**src/rtl/multi_alarm_clk_if.sv**
```systemverilog
// Port bundle for multi_alarm_clk: time/alarm programming inputs, snooze controls,
// and the registered display/buzzer outputs.
interface multi_alarm_clk_if #(
    parameter int NUM_ALARMS = 4,
    parameter int MAX_SNOOZE = 3,
    parameter int AW = (NUM_ALARMS > 1) ? $clog2(NUM_ALARMS) : 1,
    parameter int SW = ($clog2(MAX_SNOOZE + 1) > 2) ? $clog2(MAX_SNOOZE + 1) : 2
);
    // No valid/ready handshake: every control input is a level sampled on each rising
    // Clock_1sec edge, so a LoadTime/LoadAlm pulse held for one cycle is consumed exactly once.
    logic          LoadTime;
    logic          Set_AM_PM;
    logic [5:0]    SetSecs;
    logic [5:0]    SetMins;
    logic [3:0]    SetHours;
    logic          LoadAlm;
    logic [AW-1:0] AlmSel;
    logic          AlmEnIn;
    logic          Alarm_AM_PM_In;
    logic [5:0]    AlarmMinsIn;
    logic [3:0]    AlarmHoursIn;
    logic          Snooze;
    logic          Dismiss;
    logic          AM_PM;
    logic [5:0]    Secs_C;
    logic [5:0]    Mins_C;
    logic [3:0]    Hours_C;
    logic          Alarm;
    logic [AW-1:0] AlarmId;
    logic [SW-1:0] SnoozeCnt;
    logic [1:0]    fsm_state;

    modport master (
        output LoadTime, Set_AM_PM, SetSecs, SetMins, SetHours,
        output LoadAlm, AlmSel, AlmEnIn, Alarm_AM_PM_In, AlarmMinsIn, AlarmHoursIn,
        output Snooze, Dismiss,
        input  AM_PM, Secs_C, Mins_C, Hours_C, Alarm, AlarmId, SnoozeCnt, fsm_state
    );

    modport slave (
        input  LoadTime, Set_AM_PM, SetSecs, SetMins, SetHours,
        input  LoadAlm, AlmSel, AlmEnIn, Alarm_AM_PM_In, AlarmMinsIn, AlarmHoursIn,
        input  Snooze, Dismiss,
        output AM_PM, Secs_C, Mins_C, Hours_C, Alarm, AlarmId, SnoozeCnt, fsm_state
    );
endinterface

```
**src/rtl/multi_alarm_clk.sv**
```systemverilog
// 12-hour HH:MM:SS clock with NUM_ALARMS programmable alarm slots, a bounded ring time,
// and a snooze/dismiss FSM. One second per rising Clock_1sec edge.
module multi_alarm_clk #(
    parameter int NUM_ALARMS  = 4,
    parameter int RING_SECS   = 60,
    parameter int SNOOZE_MINS = 5,
    parameter int MAX_SNOOZE  = 3
) (
    input  logic             Clock_1sec,
    input  logic             Reset,
    multi_alarm_clk_if.slave bus
);
    localparam int AW         = (NUM_ALARMS > 1) ? $clog2(NUM_ALARMS) : 1;
    localparam int SW         = ($clog2(MAX_SNOOZE + 1) > 2) ? $clog2(MAX_SNOOZE + 1) : 2;
    localparam int SNZ_CYCLES = SNOOZE_MINS * 60;
    localparam int RW         = (RING_SECS > 1) ? $clog2(RING_SECS) : 1;
    localparam int ZW         = (SNZ_CYCLES > 1) ? $clog2(SNZ_CYCLES) : 1;
    localparam logic [RW-1:0] RING_LOAD = RW'(RING_SECS - 1);
    localparam logic [ZW-1:0] SNZ_LOAD  = ZW'(SNZ_CYCLES - 1);

    typedef enum logic [1:0] {
        ST_IDLE   = 2'd0,
        ST_RING   = 2'd1,
        ST_SNOOZE = 2'd2
    } state_t;

    logic          am_pm_q;
    logic [3:0]    hours_q;
    logic [5:0]    mins_q;
    logic [5:0]    secs_q;
    logic          tick_apm;
    logic [3:0]    tick_hours;
    logic [5:0]    tick_mins;
    logic [5:0]    tick_secs;
    logic          set_ok;

    logic          slot_en    [NUM_ALARMS];
    logic          slot_apm   [NUM_ALARMS];
    logic [3:0]    slot_hours [NUM_ALARMS];
    logic [5:0]    slot_mins  [NUM_ALARMS];
    logic          alm_fields_ok;
    logic          alm_en_eff;
    logic          match_hit;
    logic [AW-1:0] match_idx;
    logic          cancel;

    state_t        state_q, state_d;
    logic [RW-1:0] ring_q, ring_d;
    logic [ZW-1:0] snz_q, snz_d;
    logic [SW-1:0] scnt_q, scnt_d;
    logic [AW-1:0] id_q, id_d;
    logic          alarm_q;

    // Time one second ahead of the current registers; used both to advance and to match.
    always_comb begin
        tick_apm   = am_pm_q;
        tick_hours = hours_q;
        tick_mins  = mins_q;
        tick_secs  = secs_q;
        if (secs_q == 6'd59) begin
            tick_secs = 6'd0;
            if (mins_q == 6'd59) begin
                tick_mins = 6'd0;
                if (hours_q == 4'd12) begin
                    tick_hours = 4'd1;
                end else begin
                    tick_hours = hours_q + 4'd1;
                    if (hours_q == 4'd11) begin
                        tick_apm = ~am_pm_q;
                    end
                end
            end else begin
                tick_mins = mins_q + 6'd1;
            end
        end else begin
            tick_secs = secs_q + 6'd1;
        end
    end

    assign set_ok = (bus.SetSecs <= 6'd59) && (bus.SetMins <= 6'd59) &&
                    (bus.SetHours >= 4'd1) && (bus.SetHours <= 4'd12);

    always_ff @(posedge Clock_1sec) begin
        if (Reset) begin
            am_pm_q <= 1'b0;
            hours_q <= 4'd12;
            mins_q  <= 6'd0;
            secs_q  <= 6'd0;
        end else if (bus.LoadTime && set_ok) begin
            am_pm_q <= bus.Set_AM_PM;
            hours_q <= bus.SetHours;
            mins_q  <= bus.SetMins;
            secs_q  <= bus.SetSecs;
        end else begin
            am_pm_q <= tick_apm;
            hours_q <= tick_hours;
            mins_q  <= tick_mins;
            secs_q  <= tick_secs;
        end
    end

    // A slot written with an illegal hour/minute is stored disabled so it can never fire.
    assign alm_fields_ok = (bus.AlarmMinsIn <= 6'd59) &&
                           (bus.AlarmHoursIn >= 4'd1) && (bus.AlarmHoursIn <= 4'd12);
    assign alm_en_eff    = bus.AlmEnIn && alm_fields_ok;

    always_ff @(posedge Clock_1sec) begin
        if (Reset) begin
            for (int i = 0; i < NUM_ALARMS; i++) begin
                slot_en[i]    <= 1'b0;
                slot_apm[i]   <= 1'b0;
                slot_hours[i] <= 4'd0;
                slot_mins[i]  <= 6'd0;
            end
        end else begin
            for (int i = 0; i < NUM_ALARMS; i++) begin
                if (bus.LoadAlm && (int'(bus.AlmSel) == i)) begin
                    slot_en[i]    <= alm_en_eff;
                    slot_apm[i]   <= bus.Alarm_AM_PM_In;
                    slot_hours[i] <= bus.AlarmHoursIn;
                    slot_mins[i]  <= bus.AlarmMinsIn;
                end
            end
        end
    end

    // Descending scan so the lowest matching index is the one left in match_idx.
    always_comb begin
        match_hit = 1'b0;
        match_idx = '0;
        for (int i = NUM_ALARMS - 1; i >= 0; i--) begin
            if (slot_en[i] && (slot_apm[i] == tick_apm) && (slot_hours[i] == tick_hours) &&
                (slot_mins[i] == tick_mins) && (tick_secs == 6'd0)) begin
                match_hit = 1'b1;
                match_idx = AW'(i);
            end
        end
    end

    assign cancel = bus.LoadAlm && (bus.AlmSel == id_q) && !alm_en_eff;

    always_comb begin
        state_d = state_q;
        ring_d  = ring_q;
        snz_d   = snz_q;
        scnt_d  = scnt_q;
        id_d    = id_q;
        case (state_q)
            ST_IDLE: begin
                if (!bus.LoadTime && match_hit) begin
                    state_d = ST_RING;
                    ring_d  = RING_LOAD;
                    scnt_d  = '0;
                    id_d    = match_idx;
                end
            end
            ST_RING: begin
                if (cancel || bus.Dismiss) begin
                    state_d = ST_IDLE;
                    scnt_d  = '0;
                end else if (bus.Snooze) begin
                    if (int'(scnt_q) < MAX_SNOOZE) begin
                        state_d = ST_SNOOZE;
                        scnt_d  = scnt_q + SW'(1);
                        snz_d   = SNZ_LOAD;
                    end else begin
                        state_d = ST_IDLE;
                        scnt_d  = '0;
                    end
                end else if (ring_q == '0) begin
                    state_d = ST_IDLE;
                    scnt_d  = '0;
                end else begin
                    ring_d = ring_q - RW'(1);
                end
            end
            ST_SNOOZE: begin
                if (cancel || bus.Dismiss) begin
                    state_d = ST_IDLE;
                    scnt_d  = '0;
                end else if (snz_q == '0) begin
                    state_d = ST_RING;
                    ring_d  = RING_LOAD;
                end else begin
                    snz_d = snz_q - ZW'(1);
                end
            end
            default: begin
                state_d = ST_IDLE;
                scnt_d  = '0;
            end
        endcase
    end

    always_ff @(posedge Clock_1sec) begin
        if (Reset) begin
            state_q <= ST_IDLE;
            ring_q  <= '0;
            snz_q   <= '0;
            scnt_q  <= '0;
            id_q    <= '0;
            alarm_q <= 1'b0;
        end else begin
            state_q <= state_d;
            ring_q  <= ring_d;
            snz_q   <= snz_d;
            scnt_q  <= scnt_d;
            id_q    <= id_d;
            alarm_q <= (state_d == ST_RING);
        end
    end

    assign bus.AM_PM     = am_pm_q;
    assign bus.Hours_C   = hours_q;
    assign bus.Mins_C    = mins_q;
    assign bus.Secs_C    = secs_q;
    assign bus.Alarm     = alarm_q;
    assign bus.AlarmId   = id_q;
    assign bus.SnoozeCnt = scnt_q;
    assign bus.fsm_state = state_q;
endmodule

```
**src/flat_wrapper.sv**
```systemverilog
// flat-port wrapper written by rule: the top's interface ports become plain ports
module multi_alarm_clk_flat 
#(
    parameter int NUM_ALARMS  = 4,
    parameter int RING_SECS   = 60,
    parameter int SNOOZE_MINS = 5,
    parameter int MAX_SNOOZE  = 3
)
  (Clock_1sec, Reset, bus_LoadTime, bus_Set_AM_PM, bus_SetSecs, bus_SetMins, bus_SetHours, bus_LoadAlm, bus_AlmSel, bus_AlmEnIn, bus_Alarm_AM_PM_In, bus_AlarmMinsIn, bus_AlarmHoursIn, bus_Snooze, bus_Dismiss, bus_AM_PM, bus_Secs_C, bus_Mins_C, bus_Hours_C, bus_Alarm, bus_AlarmId, bus_SnoozeCnt, bus_fsm_state);
  multi_alarm_clk_if #(.NUM_ALARMS(NUM_ALARMS), .MAX_SNOOZE(MAX_SNOOZE)) bus_i ();
  input  logic Clock_1sec;
  input  logic Reset;
  input wire logic [$bits(bus_i.LoadTime)-1:0] bus_LoadTime;
  input wire logic [$bits(bus_i.Set_AM_PM)-1:0] bus_Set_AM_PM;
  input wire logic [$bits(bus_i.SetSecs)-1:0] bus_SetSecs;
  input wire logic [$bits(bus_i.SetMins)-1:0] bus_SetMins;
  input wire logic [$bits(bus_i.SetHours)-1:0] bus_SetHours;
  input wire logic [$bits(bus_i.LoadAlm)-1:0] bus_LoadAlm;
  input wire logic [$bits(bus_i.AlmSel)-1:0] bus_AlmSel;
  input wire logic [$bits(bus_i.AlmEnIn)-1:0] bus_AlmEnIn;
  input wire logic [$bits(bus_i.Alarm_AM_PM_In)-1:0] bus_Alarm_AM_PM_In;
  input wire logic [$bits(bus_i.AlarmMinsIn)-1:0] bus_AlarmMinsIn;
  input wire logic [$bits(bus_i.AlarmHoursIn)-1:0] bus_AlarmHoursIn;
  input wire logic [$bits(bus_i.Snooze)-1:0] bus_Snooze;
  input wire logic [$bits(bus_i.Dismiss)-1:0] bus_Dismiss;
  output wire logic [$bits(bus_i.AM_PM)-1:0] bus_AM_PM;
  output wire logic [$bits(bus_i.Secs_C)-1:0] bus_Secs_C;
  output wire logic [$bits(bus_i.Mins_C)-1:0] bus_Mins_C;
  output wire logic [$bits(bus_i.Hours_C)-1:0] bus_Hours_C;
  output wire logic [$bits(bus_i.Alarm)-1:0] bus_Alarm;
  output wire logic [$bits(bus_i.AlarmId)-1:0] bus_AlarmId;
  output wire logic [$bits(bus_i.SnoozeCnt)-1:0] bus_SnoozeCnt;
  output wire logic [$bits(bus_i.fsm_state)-1:0] bus_fsm_state;
  assign bus_i.LoadTime = bus_LoadTime;
  assign bus_i.Set_AM_PM = bus_Set_AM_PM;
  assign bus_i.SetSecs = bus_SetSecs;
  assign bus_i.SetMins = bus_SetMins;
  assign bus_i.SetHours = bus_SetHours;
  assign bus_i.LoadAlm = bus_LoadAlm;
  assign bus_i.AlmSel = bus_AlmSel;
  assign bus_i.AlmEnIn = bus_AlmEnIn;
  assign bus_i.Alarm_AM_PM_In = bus_Alarm_AM_PM_In;
  assign bus_i.AlarmMinsIn = bus_AlarmMinsIn;
  assign bus_i.AlarmHoursIn = bus_AlarmHoursIn;
  assign bus_i.Snooze = bus_Snooze;
  assign bus_i.Dismiss = bus_Dismiss;
  assign bus_AM_PM = bus_i.AM_PM;
  assign bus_Secs_C = bus_i.Secs_C;
  assign bus_Mins_C = bus_i.Mins_C;
  assign bus_Hours_C = bus_i.Hours_C;
  assign bus_Alarm = bus_i.Alarm;
  assign bus_AlarmId = bus_i.AlarmId;
  assign bus_SnoozeCnt = bus_i.SnoozeCnt;
  assign bus_fsm_state = bus_i.fsm_state;
  multi_alarm_clk #(.NUM_ALARMS(NUM_ALARMS), .RING_SECS(RING_SECS), .SNOOZE_MINS(SNOOZE_MINS), .MAX_SNOOZE(MAX_SNOOZE)) u_core (.Clock_1sec(Clock_1sec), .Reset(Reset), .bus(bus_i));
endmodule
```
**config.mk**
```make
export PLATFORM = sky130hd
export DESIGN_NAME = multi_alarm_clk_flat
export DESIGN_NICKNAME = d
export VERILOG_FILES = /design/src/rtl/multi_alarm_clk_if.sv /design/src/rtl/multi_alarm_clk.sv /design/src/flat_wrapper.sv
export SDC_FILE = /design/constraint.sdc
export NUM_CORES = 1
export LEC_CHECK = 0
export BUFFER_PORTS_ARGS = -buffer_cell sky130_fd_sc_hd__buf_2
export CAP_MARGIN = 20
export CORE_ASPECT_RATIO = 1.5
export CORE_MARGIN = 2
export CORE_UTILIZATION = 42
export DETAILED_ROUTE_END_ITERATION = 16
export PLACE_DENSITY_LB_ADDON = 0.12
export SYNTH_ARGS = -nofsm -noshare
export SYNTH_HDL_FRONTEND = slang
export SYNTH_SLANG_ARGS = --single-unit
```
**constraint.sdc**
```tcl
create_clock -name Clock_1sec -period 4.69 [get_ports Clock_1sec]
set_clock_uncertainty 0.2 [all_clocks]
set_input_delay 0 -clock Clock_1sec [delete_from_list [all_inputs] [get_ports Clock_1sec]]
set_output_delay 0 -clock Clock_1sec [all_outputs]
set_load 0.05 [all_outputs]
```
-- Yosys cells after proc, flatten, opt, wreduce, memory -nomap -nowiden
Memories as Yosys holds them, arrays and structs flattened.
Index checks and enable logic that the tools add are counted.
- add/subtract/negate cells: 6
- $lt $le $gt $ge: 8
- eq/ne operators: 34
- muxes and demuxes: 80
- bitwise operators: 17
- reduce and logical (&&, ||, !) cells: 44
- operators with widths (operator ; number):
    6-bit 2-to-1 mux ; 15
    9-bit 2-to-1 mux ; 5
    2-bit 2-to-1 mux ; 17
    4-bit 2-to-1 mux ; 8
    1-bit 2-to-1 mux ; 31
    1-bit logical AND ; 30
    6-bit == test ; 4
    6-bit <= comparator (second input constant) ; 3
    6-bit one-hot mux with 3 select lines ; 1
    9-bit one-hot mux with 2 select lines ; 1
    4-bit == test ; 4
    1-bit bitwise OR ; 16
    6-bit by 1-bit adder with 6-bit output (second input constant) ; 2
    6-bit == test (second input constant) ; 2
    6-bit logical NOT ; 2
    2-bit inequality test (second input constant) ; 6
    2-bit one-hot mux with 3 select lines ; 2
    9-bit logical NOT ; 1
    9-bit by 1-bit subtractor with 9-bit output (second input constant) ; 1
    4-bit == test (second input constant) ; 2
    4-bit by 1-bit greater-or-equal comparator with 1-bit output (second input constant) ; 2
    4-bit <= comparator (second input constant) ; 2
    2-bit by 1-bit inequality test with 1-bit output (second input constant) ; 4
    7-bit AND reduction ; 1
    18 further kinds ; 27
- register bits after elaboration: 39
- memory bits (writable): 48
- input port bits: 37
- output and inout bits: 24
- word-level logic and storage cells: 203
- memories kept: 4
- memory list (name ; depth ; bits a word ; read ports ; clocked after memory_dff ; write ports ; RTL line ; RTL):
    u_core.slot_mins ; 4 ; 6 ; 4 ; 0 ; 4 ; multi_alarm_clk.sv:40 ; logic [5:0] slot_mins [NUM_ALARMS];
    u_core.slot_hours ; 4 ; 4 ; 4 ; 0 ; 4 ; multi_alarm_clk.sv:39 ; logic [3:0] slot_hours [NUM_ALARMS];
    u_core.slot_apm ; 4 ; 1 ; 4 ; 0 ; 4 ; multi_alarm_clk.sv:38 ; logic slot_apm [NUM_ALARMS];
    u_core.slot_en ; 4 ; 1 ; 4 ; 0 ; 4 ; multi_alarm_clk.sv:37 ; logic slot_en [NUM_ALARMS];

-- Longest topological paths before layout
- word-level depth: 18
- mapped depth: 13
- gate-level depth less buffers: 11

-- Worst setup path before layout
No wires, ideal clock.
- path kind: register -> register
- from: register u_core.secs_q[0] (netlist: u_core.bus.Secs_C[0])
- to: register u_core.ring_q[1]
- library setup time: 88 ps
- data arrival time: 3515 ps
- required time: 4402 ps
- path slack: 887 ps
- stages on the path, launching flop included: 12
- buffers on the path: 1
- clock period less this slack: 3803 ps
- cells stage by stage: dfxtp_1 -> ha_1 -> buf_4 -> nand4b_1 -> nor3_1 -> mux2i_1 -> a21bo_1 -> or4b_1 -> nor4_2 -> o41ai_2 -> nor3b_1 -> a311oi_2
- longest elaborated chain between the ends: 14
- elaborated cells between the ends (all ways): 42
- those cells by class: add/sub (1); eq/ne (14); mux (8); reduce/logical (19)
- ends and longest elaborated chain (what ; RTL line ; RTL):
    start: declaration ; multi_alarm_clk.sv:30 ; logic [5:0] secs_q;
    start signal: assignment ; multi_alarm_clk.sv:93 ; secs_q <= bus.SetSecs;
    start signal: assignment ; multi_alarm_clk.sv:98 ; secs_q <= tick_secs;
    parallel branches: the longest is 10 deep, another holds 6-bit by 1-bit adder with 6-bit output ; -- ;
    1-bit 2-to-1 mux * ; multi_alarm_clk.sv:132 ; if (slot_en[i] && (slot_apm[i] == tick_apm) && (slot_hours[i] == tick_hours) &&
    1-bit logical AND * ; multi_alarm_clk.sv:150 ; if (!bus.LoadTime && match_hit) begin
    2-bit by 1-bit inequality test with 1-bit output (no line) * ; -- ;
    7-bit AND reduction (no line) * ; -- ;
    end signal: assignment ; multi_alarm_clk.sv:205 ; ring_q <= ring_d;
    end: declaration ; multi_alarm_clk.sv:48 ; logic [RW-1:0] ring_q, ring_d;
Every way passes the cells marked *.
A chain may end at the register's enable or synchronous reset.

-- Worst setup path after layout
- from: register u_core.secs_q[0] (netlist: u_core.bus.Secs_C[0])
- to: register u_core.scnt_q[1] (netlist: u_core.bus.SnoozeCnt[1])
- longest elaborated chain between the ends: 14
- elaborated cells between the ends (all ways): 42
- those cells by class: add/sub (1); eq/ne (14); mux (8); reduce/logical (19)
- ends and longest elaborated chain (what ; RTL line ; RTL):
    parallel branches: the longest is 10 deep, another holds 6-bit by 1-bit adder with 6-bit output ; -- ;
    1-bit 2-to-1 mux * ; multi_alarm_clk.sv:132 ;
    1-bit logical AND * ; multi_alarm_clk.sv:150 ;
    2-bit by 1-bit inequality test with 1-bit output (no line) * ; -- ;
    3-bit AND reduction (no line) * ; -- ;
    end signal: assignment ; multi_alarm_clk.sv:207 ; scnt_q <= scnt_d;
    end: declaration ; multi_alarm_clk.sv:50 ; logic [SW-1:0] scnt_q, scnt_d;
Marks and branches as above.

==> run_results.csv <==
group,metric,value,unit
synthesis,yosys_warnings,0,
clock_network,clk_path_buf_depth,2,
layout,synthToLayoutAreaGrowth,22.0,%
placement,dpl.hpwl,14500,um
clock_network,htreeDepth,3,
synthesis,synth_ff_type,"edfxtp_1",
clock_network,ctsResizeCount,0,
routing,drt_wl_total,18900,um
worst_setup_path,slowest_delay,0.64,ns
synthesis,async_reset_ff_share,0,%
grt,antenna_found_initial,0,
worst_setup_path,endpoint_kind,"flip-flop",
worst_setup_path,crit_end,"u_core.bus.SnoozeCnt[1]",
routing,drc,0,
worst_setup_path,reg2reg_to,"u_core.bus.SnoozeCnt[1]",
routing,vias,5331,
power,leakage,2.69,nW
timing,setup_viol,0,
die,die_y,147,um
layout,design_area,6980,sq um
timing,min_period,4.28,ns
run_status,status,"completed",
placement,placed_cell_area,6190,sq um
synthesis,synth_nets,675,
routing,drt-pass1-iter-count,5,
clock_network,worstSkewPairLatency,0.34,ns
synthesis,synth_edf_count,48,
routing,dr.first_iter.drc_count,289,
layout,diodes,0,
worst_setup_path,crit_start,"u_core.bus.Secs_C[0]",
worst_setup_path,cpMaxStageDelayCell,"o21ai_2",
clock_network,ctsRootBufferMaster,"clkbuf_16",
clock_network,clk_pin_slew,0.07,ns
worst_setup_path,regToRegStartpoint,"u_core.bus.Secs_C[0]",
layout,multi_input_area,3280,sq um
die,chipWidth,99.3,um
layout,seq_area,2220,sq um
power,p_per_area,296,nW/um^2
grt,grt_first_pass_wirelength,29000,um
grt,grt_max_degree,33,
timing,fin_crit_sh,91.2,%
timing,hold_viol,0,
clock_network,clock_sinks,87,
die,rows,52,
worst_setup_path,reg2reg_depth,10,
routing,wl_per_cell,21.2,um
timing,slew_viol_final,0,
routing,vias_per_cell,5.98,
worst_setup_path,arrival,4.28,ns
synthesis,syn_avg_cell_area,9.10,sq um
timing,relSlewSlack,39.0,%
layout,layout-drive-gt1-share,15.4,%
worst_setup_path,critPathRequiredTime,4.69,ns
layout,fin_util,52.1,%
worst_setup_path,rrSetupSlack,0.41,ns
die,start_util,42.7,%
die,coreArea,13400,sq um
routing,drtAntennaViolNets,0,
synthesis,syn-cell-area,5720,sq um
synthesis,ys_ff_latch,87,
synthesis,yosysSeqAreaShare,38.8,%
worst_setup_path,startpoint_type,"flip-flop",
die,die_area,14600,sq um
die,io_pins,61,
clock_network,cts_tree,"yes",
synthesis,synth_cells,629,
synthesis,synth_cell_types,80,
worst_setup_path,critPathMaxFanout,10,
timing,tns,0,ns
placement,place_congestion,0.929,
grt,grt_pass1_vias,5292,
timing,fmax,0.234,GHz
layout,nets,770,
placement,io_buffers,60,
power,irDropWorstVdd,177,uV
worst_setup_path,path_class,"reg -> reg",
grt,grt.overflow.total,0,
min_path,hold_path_class,"in -> reg",
timing,worst_slew_pin_slew,0.908,ns
clock_network,cts_buffers,9,
run,max_cap_viol_count,0,
worst_setup_path,crit_chain,"ha_1, and3_1, nand3_1, o21ai_2, xor2_1, or4_1, nor4_2, o41ai_1, a22oi_1, o32ai_1",
clock_network,cts_setup_buffers,0,
layout,n_fill_cell,1240,
grt,grt_util_all_layers,26.1,%
timing,grt_setup_unrepaired,"false",
## metrics by stage
step | power [W] | setup slack [ns] | hold slack [ns] | std cells
after CTS | 0.00208 | 0.402 | 0.0402 | 891
final | 0.00207 | 0.411 | 0.0622 | 891
after floorplan | 0.00113 | 0.887 | -0.0714 | 629
after detailed placement | 0.00125 | 0.410 | 0.0580 | 830
after global placement | 0.00125 | 0.504 | 0.0456 | 830
after global routing | 0.00214 | 0.120 | 0.0855 | 891
## how the worst min path moves through the flow
| stage | from | slack (ns) | depth (start not counted) | to |
|---|---|---|---|---|
| after floorplan | bus_SetHours[2] | -0.07 | 2 | u_core.bus.Hours_C[2] |
| after global placement | bus_SetMins[2] | 0.05 | 3 | u_core.bus.Mins_C[2] |
| after detailed placement | bus_SetSecs[0] | 0.06 | 3 | u_core.bus.Secs_C[0] |
| after CTS | bus_LoadAlm | 0.04 | 3 | u_core.slot_en[0][0] |
| after global routing | bus_LoadAlm | 0.09 | 3 | u_core.slot_en[0][0] |
| final | bus_LoadAlm | 0.06 | 3 | u_core.slot_en[0][0] |
## layer usage
| metal | routed length [um] | part of all wire (%) | track usage, % | vias to the layer above |
|---|---|---|---|---|
| li1 | - | - | - | 2551 |
| met1 | 7390 | 39 | 30.0 | 2525 |
| met2 | 9560 | 51 | 45.3 | 194 |
| met3 | 872 | 4.6 | 3.47 | 61 |
| met4 | 1100 | 5.8 | 16.0 | 0 |
| met5 | 0 | 0 | 0 | - |
## placed cells by master, fill, tap and decap left out, types with 4 or more instances in the layout
| master | n |
|---|---|
| a211oi_1 | 7 |
| a21oi_1 | 33 |
| a311oi_1 | 5 |
| a31o_2 | 6 |
| a31oi_1 | 6 |
| and2_1 | 39 |
| and3_1 | 21 |
| and4b_1 | 4 |
| buf_2 | 60 |
| buf_4 | 13 |
| clkbuf_16 | 11 |
| dfxtp_1 | 39 |
| dlygate4sd3_1 | 45 |
| edfxtp_1 | 48 |
| ha_1 | 9 |
| inv_1 | 22 |
| mux2i_1 | 9 |
| nand2_1 | 33 |
| nand2b_1 | 15 |
| nand3_1 | 15 |
| nand4_1 | 14 |
| nand4b_1 | 6 |
| nor2_1 | 50 |
| nor2b_1 | 9 |
| nor3_1 | 22 |
| nor4_1 | 14 |
| o2111ai_1 | 4 |
| o211ai_1 | 6 |
| o21a_1 | 4 |
| o21ai_0 | 16 |
| o41ai_1 | 5 |
| or3_1 | 7 |
| xnor2_1 | 28 |
| xor2_1 | 19 |
## worst max-delay path: cells and delay by family, from the launching register on
family,cells,cell delay [ns]
AND/OR/NAND/NOR,4,1.77
adder cells (fa/ha/maj),1,0.41
XOR/XNOR,1,0.17
flip-flops,1,0.41
AO/OA/AOI/OAI,4,1.19
## logic make-up (layout without fill, tap and decap cells)
| family | after synthesis | count (layout) | synth area share, % |
|---|---|---|---|
| muxes | 11 | 11 | 2.01 |
| DFF | 87 | 87 | 38.8 |
| buffers and inverters | 56 | 156 | 3.94 |
| adders and majority gates | 9 | 9 | 1.97 |
| and+or+nand+nor | 281 | 281 | 28.5 |
| AOI/OAI and AO/OA | 138 | 138 | 17.6 |
| xor gates and xnor gates | 47 | 47 | 7.19 |
## registers in the layout, indices dropped and copies added, names as in the netlist
signal and flops:
u_core.slot_hours 16, u_core.ring_q 6, u_core.bus.AM_PM 1, u_core.bus.SnoozeCnt 2
u_core.slot_en 4, u_core.bus.Secs_C 6, u_core.snz_q 9, u_core.bus.Mins_C 6
u_core.bus.Hours_C 4, u_core.bus.fsm_state 2, u_core.slot_apm 4, u_core.bus.AlarmId 2
u_core.bus.Alarm 1, u_core.slot_mins 24
## timing repair
action                     CTS  global route
hold buffers                45             0
hold endpoints to repair    77             0
setup endpoints to repair    0             0
## Yosys cell counts, drive strengths merged, types with 17 or more instances
cell type,n,area [sq um]
nand3,17,95.1
clkbuf,26,97.6
edfxtp,48,1440
and2,39,244
o21ai,19,98.9
inv,22,82.6
nor4,18,146
nand2,33,124
dfxtp,39,781
nor2,50,188
and3,21,131
a21oi,33,165
xor2,19,166
xnor2,28,245
nor3,23,115
## area by class of cell
cell class | instances | area share [%]
clock buffers | 11 | 3.94
clock inverters | 5 | 0.968
inverters | 22 | 1.18
well taps | 162 | 2.90
flip-flops and latches | 87 | 31.8
repair buffers | 118 | 12.2
multi-input cells | 486 | 47.0
## power breakdown
group	internal, W	switching, W
clock	0.000486	0.000315
sequential	0.000848	0.0000585
combinational	0.000147	0.000214
total	0.00148	0.000588
Power figures use the tool's default switching activity.
